## src/rtl/mult_if_pkg.sv

```systemverilog
// Shared types and constants for the block-multiplier host (mult_host) and its operand buffer.
package mult_if_pkg;

    localparam int MULT_OP_W   = 16;
    localparam int MULT_PROD_W = 2 * MULT_OP_W;

    typedef enum logic [2:0] {
        IDLE,
        FEED,
        WAIT_FULL,
        REQ,
        DRAIN,
        ERR
    } mult_host_state_t;

    // Full-precision unsigned product of one operand pair, used by the result checker.
    function automatic logic [MULT_PROD_W-1:0] mult_product(input logic [MULT_OP_W-1:0] a,
                                                            input logic [MULT_OP_W-1:0] b);
        return MULT_PROD_W'(a) * MULT_PROD_W'(b);
    endfunction

endpackage

```

## src/rtl/mult_host_opbuf.sv

```systemverilog
// Operand-pair history for the result checker: one pair per block slot, written in issue order,
// read combinationally at the readback index. Only instantiated when MULT_HOST_CHECK_EN is defined.
module mult_host_opbuf
    import mult_if_pkg::*;
#(
    parameter int LOGDEPTH = 6
) (
    input  logic                 clk,
    input  logic                 wr_en,
    input  logic [LOGDEPTH-1:0]  wr_addr,
    input  logic [MULT_OP_W-1:0] wr_a,
    input  logic [MULT_OP_W-1:0] wr_b,
    input  logic [LOGDEPTH-1:0]  rd_addr,
    output logic [MULT_OP_W-1:0] rd_a,
    output logic [MULT_OP_W-1:0] rd_b
);

    localparam int DEPTH = 2 ** LOGDEPTH;

    logic [MULT_PROD_W-1:0] mem [DEPTH];

    always_ff @(posedge clk) begin
        if (wr_en) begin
            mem[wr_addr] <= {wr_a, wr_b};
        end
    end

    assign {rd_a, rd_b} = mem[rd_addr];

endmodule

```

## src/rtl/mult_host.sv

```systemverilog
// Host side of the block multiplier: feeds one block of operand pairs, requests readback and tags the
// returned stream. Optional result checker is enabled by defining MULT_HOST_CHECK_EN.
module mult_host
    import mult_if_pkg::*;
#(
    parameter int LOGDEPTH = 6,
    parameter int WIDTH    = 32,
    parameter int TIMEOUT  = 256
) (
    input  logic                 clk,
    input  logic                 rst,
    input  logic                 op_valid,
    output logic                 op_ready,
    input  logic [MULT_OP_W-1:0] op_a,
    input  logic [MULT_OP_W-1:0] op_b,
    output logic                 EN_mult,
    output logic [MULT_OP_W-1:0] mult_input0,
    output logic [MULT_OP_W-1:0] mult_input1,
    input  logic                 RDY_mult,
    output logic                 EN_blockRead,
    input  logic                 VALID_memVal,
    input  logic [WIDTH-1:0]     memVal_data,
    output logic                 res_valid,
    output logic [WIDTH-1:0]     res_data,
    output logic [LOGDEPTH-1:0]  res_index,
    output logic                 res_last,
    output logic                 busy,
    output logic                 err_timeout,
    output logic [15:0]          block_count,
    output logic [15:0]          mismatch_cnt
);

    localparam logic [LOGDEPTH-1:0] LAST_IDX   = {LOGDEPTH{1'b1}};
    localparam int                  WDOG_W     = $clog2(TIMEOUT + 1);
    localparam logic [WDOG_W-1:0]   WDOG_LIMIT = WDOG_W'(TIMEOUT - 1);

    mult_host_state_t state, next_state;

    logic [LOGDEPTH-1:0] wr_cnt;
    logic [LOGDEPTH-1:0] rd_cnt;
    logic [WDOG_W-1:0]   wdog;

    logic op_xfer;
    logic beat;
    logic watching;
    logic progress;
    logic wdog_expire;

    assign op_xfer     = (state == FEED) && op_valid && RDY_mult;
    assign beat        = ((state == REQ) || (state == DRAIN)) && VALID_memVal;
    assign watching    = (state == WAIT_FULL) || (state == REQ) || (state == DRAIN);
    assign progress    = ((state == WAIT_FULL) && !RDY_mult) || beat;
    assign wdog_expire = watching && !progress && (wdog == WDOG_LIMIT);

    // Block sequencing; a stuck multiplier in any waiting state overrides everything and parks in ERR.
    always_comb begin
        next_state = state;
        unique case (state)
            IDLE:      if (op_valid) next_state = FEED;
            FEED:      if (op_xfer && (wr_cnt == LAST_IDX)) next_state = WAIT_FULL;
            WAIT_FULL: if (!RDY_mult) next_state = REQ;
            REQ:       if (beat) next_state = (rd_cnt == LAST_IDX) ? IDLE : DRAIN;
            DRAIN:     if (beat && (rd_cnt == LAST_IDX)) next_state = IDLE;
            ERR:       next_state = ERR;
            default:   next_state = IDLE;
        endcase
        if (wdog_expire) begin
            next_state = ERR;
        end
    end

    always_comb begin
        op_ready    = (state == FEED) && RDY_mult;
        EN_mult     = op_xfer;
        mult_input0 = (state == FEED) ? op_a : '0;
        mult_input1 = (state == FEED) ? op_b : '0;
        busy        = (state != IDLE);
        err_timeout = (state == ERR);
    end

    always_ff @(posedge clk) begin
        if (rst) begin
            state        <= IDLE;
            wr_cnt       <= '0;
            rd_cnt       <= '0;
            wdog         <= '0;
            EN_blockRead <= 1'b0;
            res_valid    <= 1'b0;
            res_data     <= '0;
            res_index    <= '0;
            res_last     <= 1'b0;
            block_count  <= '0;
        end else begin
            state        <= next_state;
            EN_blockRead <= (next_state == REQ);
            res_valid    <= beat;
            res_last     <= beat && (rd_cnt == LAST_IDX);
            if (op_xfer) begin
                wr_cnt <= wr_cnt + 1'b1;
            end
            if (beat) begin
                res_data  <= memVal_data;
                res_index <= rd_cnt;
                rd_cnt    <= rd_cnt + 1'b1;
                if (rd_cnt == LAST_IDX) begin
                    block_count <= block_count + 16'd1;
                end
            end
            // Any progress or state change restarts the idle window.
            if (!watching || progress || (next_state != state)) begin
                wdog <= '0;
            end else begin
                wdog <= wdog + 1'b1;
            end
        end
    end

`ifdef MULT_HOST_CHECK_EN
    logic [MULT_OP_W-1:0] chk_a;
    logic [MULT_OP_W-1:0] chk_b;
    logic [WIDTH-1:0]     chk_expected;

    mult_host_opbuf #(
        .LOGDEPTH (LOGDEPTH)
    ) u_opbuf (
        .clk     (clk),
        .wr_en   (op_xfer),
        .wr_addr (wr_cnt),
        .wr_a    (op_a),
        .wr_b    (op_b),
        .rd_addr (rd_cnt),
        .rd_a    (chk_a),
        .rd_b    (chk_b)
    );

    assign chk_expected = WIDTH'(mult_product(chk_a, chk_b));

    always_ff @(posedge clk) begin
        if (rst) begin
            mismatch_cnt <= '0;
        end else if (beat && (memVal_data != chk_expected) && (mismatch_cnt != 16'hFFFF)) begin
            mismatch_cnt <= mismatch_cnt + 16'd1;
        end
    end
`else
    assign mismatch_cnt = '0;
`endif

endmodule
```

## config.mk

```make
export PLATFORM = sky130hd
export DESIGN_NAME = mult_host
export DESIGN_NICKNAME = d
export VERILOG_FILES = /design/src/rtl/mult_if_pkg.sv /design/src/rtl/mult_host_opbuf.sv /design/src/rtl/mult_host.sv
export SDC_FILE = /design/constraint.sdc
export NUM_CORES = 1
export LEC_CHECK = 0
export CAP_MARGIN = 10
export CORE_UTILIZATION = 42
export CTS_BUF_LIST = sky130_fd_sc_hd__clkbuf_8
export DETAILED_ROUTE_END_ITERATION = 16
export PLACE_DENSITY = 0.86
export SLEW_MARGIN = 20
export SYNTH_ARGS = -nofsm -noshare
export SYNTH_HDL_FRONTEND = slang
export SYNTH_SLANG_ARGS = --single-unit
```

## constraint.sdc

```tcl
create_clock -name clk -period 2.32 [get_ports clk]
set_input_delay 0.464 -clock clk [delete_from_list [all_inputs] [get_ports clk]]
set_output_delay 0.464 -clock clk [all_outputs]
set_load 0.01 [all_outputs]
```

==> Implementation_results.wiki <==
{| class="wikitable"
! Metric !! Value
|-
| Peak clock frequency supported by timing || 0.466 GHz
|-
| Seq cells post-synth || 81
|-
| Maximum buffer depth of the clock tree || 2
|-
| Reg-to-reg startpoint || wdog[0]
|-
| Worst-skew pair later-pin latency || 0.34 ns
|-
| Die footprint || 9240 µm²
|-
| Synth Instances || 447
|-
| Detailed-route via count || 3494
|-
| Initial antenna violation count || 0
|-
| Yosys warning total || 0
|-
| Final hold vios || 0
|-
| Outcome || finished, final reports clean
|-
| Post-CTS Setup Bufs || 0
|-
| Post-synth ARST share || 0%
|-
| Max-cap check violation count || 0
|-
| Vias in the first global route || 3299
|-
| Top cells by area in the synthesized netlist || sky130_fd_sc_hd__dfxtp_1 44%, sky130_fd_sc_hd__nand2_1 9.6%, sky130_fd_sc_hd__and2_1 5.9%
|-
| 1st-iter DRT viols || 90
|-
| Area occupied by multi-input gates || 1910 µm²
|-
| Clock-pin slew of the registers on the worst-case setup and hold paths || 0.08 ns
|-
| Combinational family with the most area after synthesis || simple AND/OR/NAND/NOR gates
|-
| Horiz. Die Dim || 96.1 µm
|-
| Slew at the pin with the worst max-slew slack || 0.522 ns
|-
| Global placement routability congestion || 0.763
|-
| TritonCTS clock tree || yes
|-
| CTS sink cnt || 81
|-
| Placed wire-length estimate after detailed placement || 7.10 mm
|-
| Launch point of the critical path || wdog[0]
|-
| Row count || 33
|-
| Startpoint of the most critical hold path || res_data[3]
|-
| Vias per Instance || 4.85
|-
| Primary FF master, synth || sky130_fd_sc_hd__dfxtp_1
|-
| Required time of the worst setup path || 2.56 ns
|-
| Die outline height || 96.1 µm
|-
| Post-synth top area share || 43.6%
|-
| Critical Path Slowest Stage Cell || sky130_fd_sc_hd__dfxtp_1
|-
| Worst path cell trace || ha_1 -> nand3_1 -> nor2_1 -> ha_1 -> nor2b_1 -> o21ai_1 -> nand3_1 -> mux2i_2 -> buf_4 -> nor4bb_1
|-
| Yosys top cell by area || sky130_fd_sc_hd__dfxtp_1
|-
| Internal Pwr Total || 2180 µW
|-
| Power share of the clock group || 39.1%
|-
| Wire length of the first global-routing pass || 14.7 mm
|-
| Switching part of the total power || 22.4%
|-
| Leakage power figure || 0.00245 µW
|-
| Power density of the placed cells || 488 nW/µm²
|-
| Final hold slack || 0.455 ns
|-
| DRT Pass-1 Iters || 4
|-
| Fraction of met2 tracks used by global routing || 38.4%
|-
| Largest net degree at the start of global routing || 41
|-
| Number of antenna cells inserted || 0
|-
| Ratio of final minimum period to clock period || 92.4%
|-
| DRC violation count after routing || 0
|-
| Final period demand of the worst path || 2.14 ns
|-
| Area used by sequential logic in the layout || 1630 µm²
|-
| Leading cell types in the layout, fill and taps excluded || 126 x sky130_fd_sc_hd__clkdlybuf4s50_1, 95 x sky130_fd_sc_hd__nand2_1, 79 x sky130_fd_sc_hd__dfxtp_1
|-
| Worst slew margin relative to its limit || 65.2%
|-
| Port bufs || 161
|-
| Initial Utilization || 44.4%
|-
| Number of flops mapped to enable cells by yosys || 0
|-
| Top fanout value on the critical path || 9
|-
| Post-layout power || 2800 µW
|-
| Switch Pwr || 627 µW
|-
| Share of the synthesized area in compound gates (AO/OA/AOI/OAI) || 8.68%
|-
| Critical path data arrival time || 2.38 ns
|-
| Top-level port count || 178
|-
| Gr busiest metal || met2
|-
| Post-layout nets || 685
|-
| Arithmetic-cell share of the synthesized area counting full adders, half adders and majority gates || 1.68%
|-
| Setup repair after global routing missed its margin || false
|-
| Part of the total power dissipated in combinational logic || 11.3%
|-
| Max-slew violation count || 0
|-
| Number of antenna-violating nets in the routed design || 0
|-
| Xor and xnor area share after synthesis || 7.06%
|-
| Peak per-stage delay on the critical path || 0.33 ns
|-
| Multiplexer fraction of the synthesized cell area || 0.908%
|-
| TritonCTS Buffers || 9
|-
| Endpoint type of the worst setup path || flop
|-
| Type of the tightest min-delay check || reg -> reg
|-
| Critical path buffers and inverters || 1
|-
| Worst vdd ir || 0.377 mV
|-
| Number of H-tree levels || 3
|-
| Startpoint kind of the worst setup timing path || flop
|-
| Dominant delay contributor by cell family on the critical path || simple AND/OR/NAND/NOR gates
|-
| Number of distinct library cell variants in the gate-level netlist after synthesis || 43
|-
| Skew final || 0.0112 ns
|-
| Classification of the worst setup path || reg -> reg
|-
| Fraction of final layout cells with drive strength greater than 1 || 8.28%
|-
| Simple-gate share of the synthesized area || 30.9%
|-
| Total global routing track utilization || 20.3%
|-
| Seq/Total Area, Yosys || 43.6%
|-
| Residual overflow from global routing || 0
|-
| Total Neg Setup Slack || 0 ns
|-
| Number of inserted filler cells in the final layout || 665
|-
| Detailed Route WL || 9.64 mm
|-
| Area growth syn-to-layout || 54.4%
|-
| Buffer cell driving the clock tree root || sky130_fd_sc_hd__clkbuf_8
|-
| Routed len/inst || 13.4 µm
|-
| Leading cell type in the layout, fill and taps excluded || sky130_fd_sc_hd__clkdlybuf4s50_1
|-
| Final count of negative-setup-slack endpoints || 0
|-
| Global Route met1 Usage || 21.4%
|-
| CORE AREA || 8380 µm²
|-
| Share of power burned in registers || 49.6%
|-
| Mapped Area || 3720 µm²
|-
| Routing usage on met3 || 4.03%
|-
| Post-CTS Hold Buffers || 0
|-
| Mean area per synthesized cell || 8.32 µm²
|}
power groups by stage:
stage	Combinational, µW	Sequential (µW)	Clock (µW)
6_report	316	1390	1100
5_1_grt	342	1390	1180
4_1_cts	324	1390	1120
3_5_place_dp	326	1430	0
3_3_place_gp	321	1430	0
2_1_floorplan	135	1430	0
worst register-to-register path: cells and delay by family, from the launching register on:
family                   cells  cell delay (ns)
AO/OA/AOI/OAI                1             0.17
adder cells (fa/ha/maj)      2             0.48
buffers and inverters        1             0.17
flip-flops                   1             0.33
multiplexers                 1             0.17
AND/OR/NAND/NOR              5             0.72
cell families (layout without fill, tap and decap cells):
logic type / count (synthesis) / count (layout)
other: 1 / 16
adder cells (fa/ha/maj): 5 / 5
AO/OA/AOI/OAI: 56 / 56
buffers and inverters: 48 / 202
multiplexers: 3 / 3
flip-flops: 81 / 81
XOR/XNOR: 30 / 30
AND/OR/NAND/NOR: 223 / 223
flip-flops by register name, indices dropped and copies added, names as in the netlist:
| name | count |
|---|---|
| res_data | 32 |
| block_count | 16 |
| wdog | 9 |
| rd_cnt | 6 |
| res_index | 6 |
| wr_cnt | 6 |
| state | 3 |
| EN_blockRead | 1 |
| res_last | 1 |
| res_valid | 1 |
per-layer routing:
layer	wire length (µm)	share of wire (%)
met1	3670	38
met2	5090	53
met3	690	7.2
met4	190	2.0
met5	0	0
layout make-up:
cell class	count	area share, %
Multi-Input combinational cell	333	33.3
Sequential cell	81	28.3
Inverter	8	0.523
Clock inverter	7	1.53
Clock buffer	9	2.16
Tap cell	105	2.29
Timing Repair Buffer	178	31.9
final timing paths:
kind,slack (ns),depth (start not counted),end
setup / recovery,0.18,10,wdog[5]
hold reg to reg,0.45,2,res_data[3]
setup reg to reg,0.18,10,wdog[5]
hold / removal,0.45,2,res_data[3]
what timing repair did:
item	4_1_cts	5_1_grt
setup endpoints to repair	34	28
hold endpoints to repair	0	0
resized for setup	12	28
gates cloned	0	0
pin swaps	1	0
cell usage after synthesis, types with 5 or more instances:
cell type	instances
sky130_fd_sc_hd__nand2_1	95
sky130_fd_sc_hd__nand3_1	13
sky130_fd_sc_hd__buf_2	5
sky130_fd_sc_hd__buf_4	16
sky130_fd_sc_hd__ha_1	5
sky130_fd_sc_hd__inv_1	8
sky130_fd_sc_hd__nor3_2	5
sky130_fd_sc_hd__nor2_1	35
sky130_fd_sc_hd__nor4_1	6
sky130_fd_sc_hd__dfxtp_1	81
sky130_fd_sc_hd__and2_1	35
sky130_fd_sc_hd__xor2_1	9
sky130_fd_sc_hd__nor4bb_1	7
sky130_fd_sc_hd__xnor2_1	21
sky130_fd_sc_hd__nor2b_1	7
sky130_fd_sc_hd__clkbuf_1	16
sky130_fd_sc_hd__a21oi_1	42
per-stage QoR:
step	area [µm²]	cells	utilization (%)	setup WS [ns]
after detailed placement	5450	705	65.0	0.0666
after CTS	5670	721	67.6	0.00810
final	5740	721	68.5	0.176
after global routing	5740	721	68.5	0.0262
after global placement	5450	705	65.0	0.0695
after floorplan	3780	462	-	0.453
Power figures use the tool's default switching activity.
==> RTL change (same settings) <==
Set the parameter `WIDTH` to 16 (it was 32).
--- a/src/rtl/mult_host.sv
+++ b/src/rtl/mult_host.sv
@@ -4,7 +4,7 @@
     import mult_if_pkg::*;
 #(
     parameter int LOGDEPTH = 6,
-    parameter int WIDTH    = 32,
+    parameter int WIDTH    = 16,
     parameter int TIMEOUT  = 256
 ) (
     input  logic                 clk,
Ports: changed (resized memVal_data and res_data); port bits go from 178 to 146. The function was not compared with the original's and may differ.
==> RTL change against the original RTL <==
Routed wire length is 16% lower. Total power is 14% lower. Sequential share of layout area is 1.3 points lower. Sequential cell count is 16 lower. Combinational power is 7.9% lower. Worst hold slack hardly changed. Via count is 13% lower. Synthesized area is 16% lower. Clock skew is 1.3 ps lower. Design area is 16% lower. Worst setup slack worse by 130 ps. Sequential power is 19% lower. Critical path type is now reg -> out. Largest cell class unchanged.
==> RTL change: results (changes against the original RTL) <==
metric,value,unit,change
grt_first_pass_wirelength,12500,um,-15%
post_synth_num_cell_types,43,,unchanged
r2r_end,block_count[10],,
clk_transition_reported_paths,70,ps,
clkLatencyLatePin,340,ps,about the same
clockBufferDepth,2,,unchanged
layout.nets,583,,-15%
fill_cells,596,,-10%
timing.clock.skew,9.85,ps,-1.33 ps
worst_slew_pin_slew,969,ps,+446 ps
setup.reg_to_reg.worst_slack,90,ps,-90 ps
hold_path_startpoint,res_data[0],,
hold-path-endpoint,res_data[0],,
hold_depth,2,,unchanged
detailed_routing_iteration_count_for_the_pre_antenna_repair_pass,4,,unchanged
place_worst_setup_slack,-170,ps,-237 ps
dominantRegCellSynth,sky130_fd_sc_hd__dfxtp_1,,
portion_of_the_post_synthesis_area_used_by_sequential_elements,0.418,,-0.0176
wl_per_cell,12.8,um,-4.3%
globalplace.congestion,0.897,,+18%
grt_use_total,0.207,,+0.00408
netlist_top_cells_count,"68 x sky130_fd_sc_hd__nand2_1, 65 x sky130_fd_sc_hd__dfxtp_1, 34 x sky130_fd_sc_hd__nor2_1",,
hold_path_class,reg -> reg,,
detailedPlacementHpwl,5710,um,-20%
synth.most_common_cell,sky130_fd_sc_hd__nand2_1,,
status,"finished, final reports clean",,
io_buffer_count,129,,-20%
timing.rr.start,state[0],,
maximum_number_of_pins_on_one_net_before_global_route_repair,57,,+39%
drtIter0Drc,132,,+47%
cts_root_buf,sky130_fd_sc_hd__clkbuf_8,,
antenna-diode-count,0,,unchanged
yosys-top-cells-area,"sky130_fd_sc_hd__dfxtp_1 42%, sky130_fd_sc_hd__nand2_1 8.2%, sky130_fd_sc_hd__and2_1 6.6%",,
critPathArrivalTime,1810,ps,-570 ps
critPathMaxFanout,10,,+1
number_of_cells_on_the_worst_reg_to_reg_path,6,,-4
grt_pass1_vias,2767,,-16%
leak,2.04,nW,-17%
route.detailed.vias_per_inst,4.82,,-0.50%
synth-warning-count,0,,unchanged
drive_gt1_frac,0.0981,,+0.0153
biggestRegsByFlops,"block_count: 16 flops, res_data: 16 flops, wdog: 9 flops",,
max_ir_drop_vdd,0.275,mV,-27%
htree_levels,3,,unchanged
tritoncts.num_buffers,9,,unchanged
[RTL change: cell types whose count changed after synthesis, moves of 5 or more]
cell                       before  now
sky130_fd_sc_hd__nand4_1        3   11
sky130_fd_sc_hd__nor4bb_1       7    0
sky130_fd_sc_hd__a21oi_1       42   28
sky130_fd_sc_hd__nor3_1         1   16
sky130_fd_sc_hd__nor3_2         5    0
sky130_fd_sc_hd__nand2_1       95   68
sky130_fd_sc_hd__dfxtp_1       81   65
sky130_fd_sc_hd__nor2b_1        7    1
[RTL change: cell families (layout without fill, tap and decap cells)]
family,count (synthesis),in the layout,synth area share
other cells,1,16,0.00121
buf+inv,39,171,0.0692
flops,65,65,0.418
mux,1,1,0.00322
fa+ha+maj,5,5,0.0201
xor+xnor,29,29,0.0817
compound gates,44,44,0.0869
simple gates,199,199,0.319
[RTL change: critical path, stage by stage (launching register included)]
cell	delay, ps
sky130_fd_sc_hd__dfxtp_2	370
sky130_fd_sc_hd__nor3b_4	300
sky130_fd_sc_hd__buf_12	160
sky130_fd_sc_hd__and2_1	120
sky130_fd_sc_hd__clkdlybuf4s50_1	530
[RTL change: repair_timing]
| item | CTS | global route |
|---|---|---|
| cloned | 1 | 1 |
| endpoints found under the setup margin | 35 | 18 |
| setup buffers | 2 | 2 |
| pin swaps | 0 | 1 |
| hold buffers | 0 | 0 |
| resized for setup | 29 | 17 |
[RTL change: per-stage QoR]
stage / instances / power, W / hold slack, ps / setup TNS [ps] / area (sq um)
finish: 629 / 0.00242 / 455 / 0 / 4840
global route: 629 / 0.00251 / 471 / -339 / 4840
CTS: 626 / 0.00244 / 455 / 0 / 4760
detailed placement: 607 / 0.00143 / 446 / -1570 / 4510
global placement: 607 / 0.00142 / 441 / -290 / 4510
floorplan: 398 / 0.00127 / 430 / 0 / 3170
[RTL change: how the worst max path moves through the flow]
stage	start	end	slack (ps)	cells past startpoint
after floorplan	wdog[0]	wdog[0]	390	8
final	state[1]	mult_input1[5]	50	4
after global placement	VALID_memVal	wdog[8]	-30	7
after detailed placement	VALID_memVal	wdog[5]	-170	7
after CTS	state[0]	busy	0.1	4
after global routing	state[1]	mult_input0[10]	-40	6
[RTL change: power breakdown]
part,switching (W),internal (W)
Combinational,0.000119,0.000172
Sequential,0.00000220,0.00112
Clock,0.000446,0.000560
Total,0.000567,0.00185
[RTL change: final cells by class]
class	instances	area share
clock inverter	5	0.0129
multi-input combinational	294	0.347
timing repair buffer	149	0.308
sequential	65	0.270
inverter	6	0.00465
clock buffer	11	0.0313
tap	99	0.0256
[RTL change: layer usage]
metal / GRT usage / part of all wire / up-vias
met3: 0.0528 / 0.064 / 7
met1: 0.247 / 0.44 / 1390
li1: - / - / 1534
met5: 0 / 0 / -
met4: 0.0880 / 0.0073 / 0
met2: 0.353 / 0.48 / 102
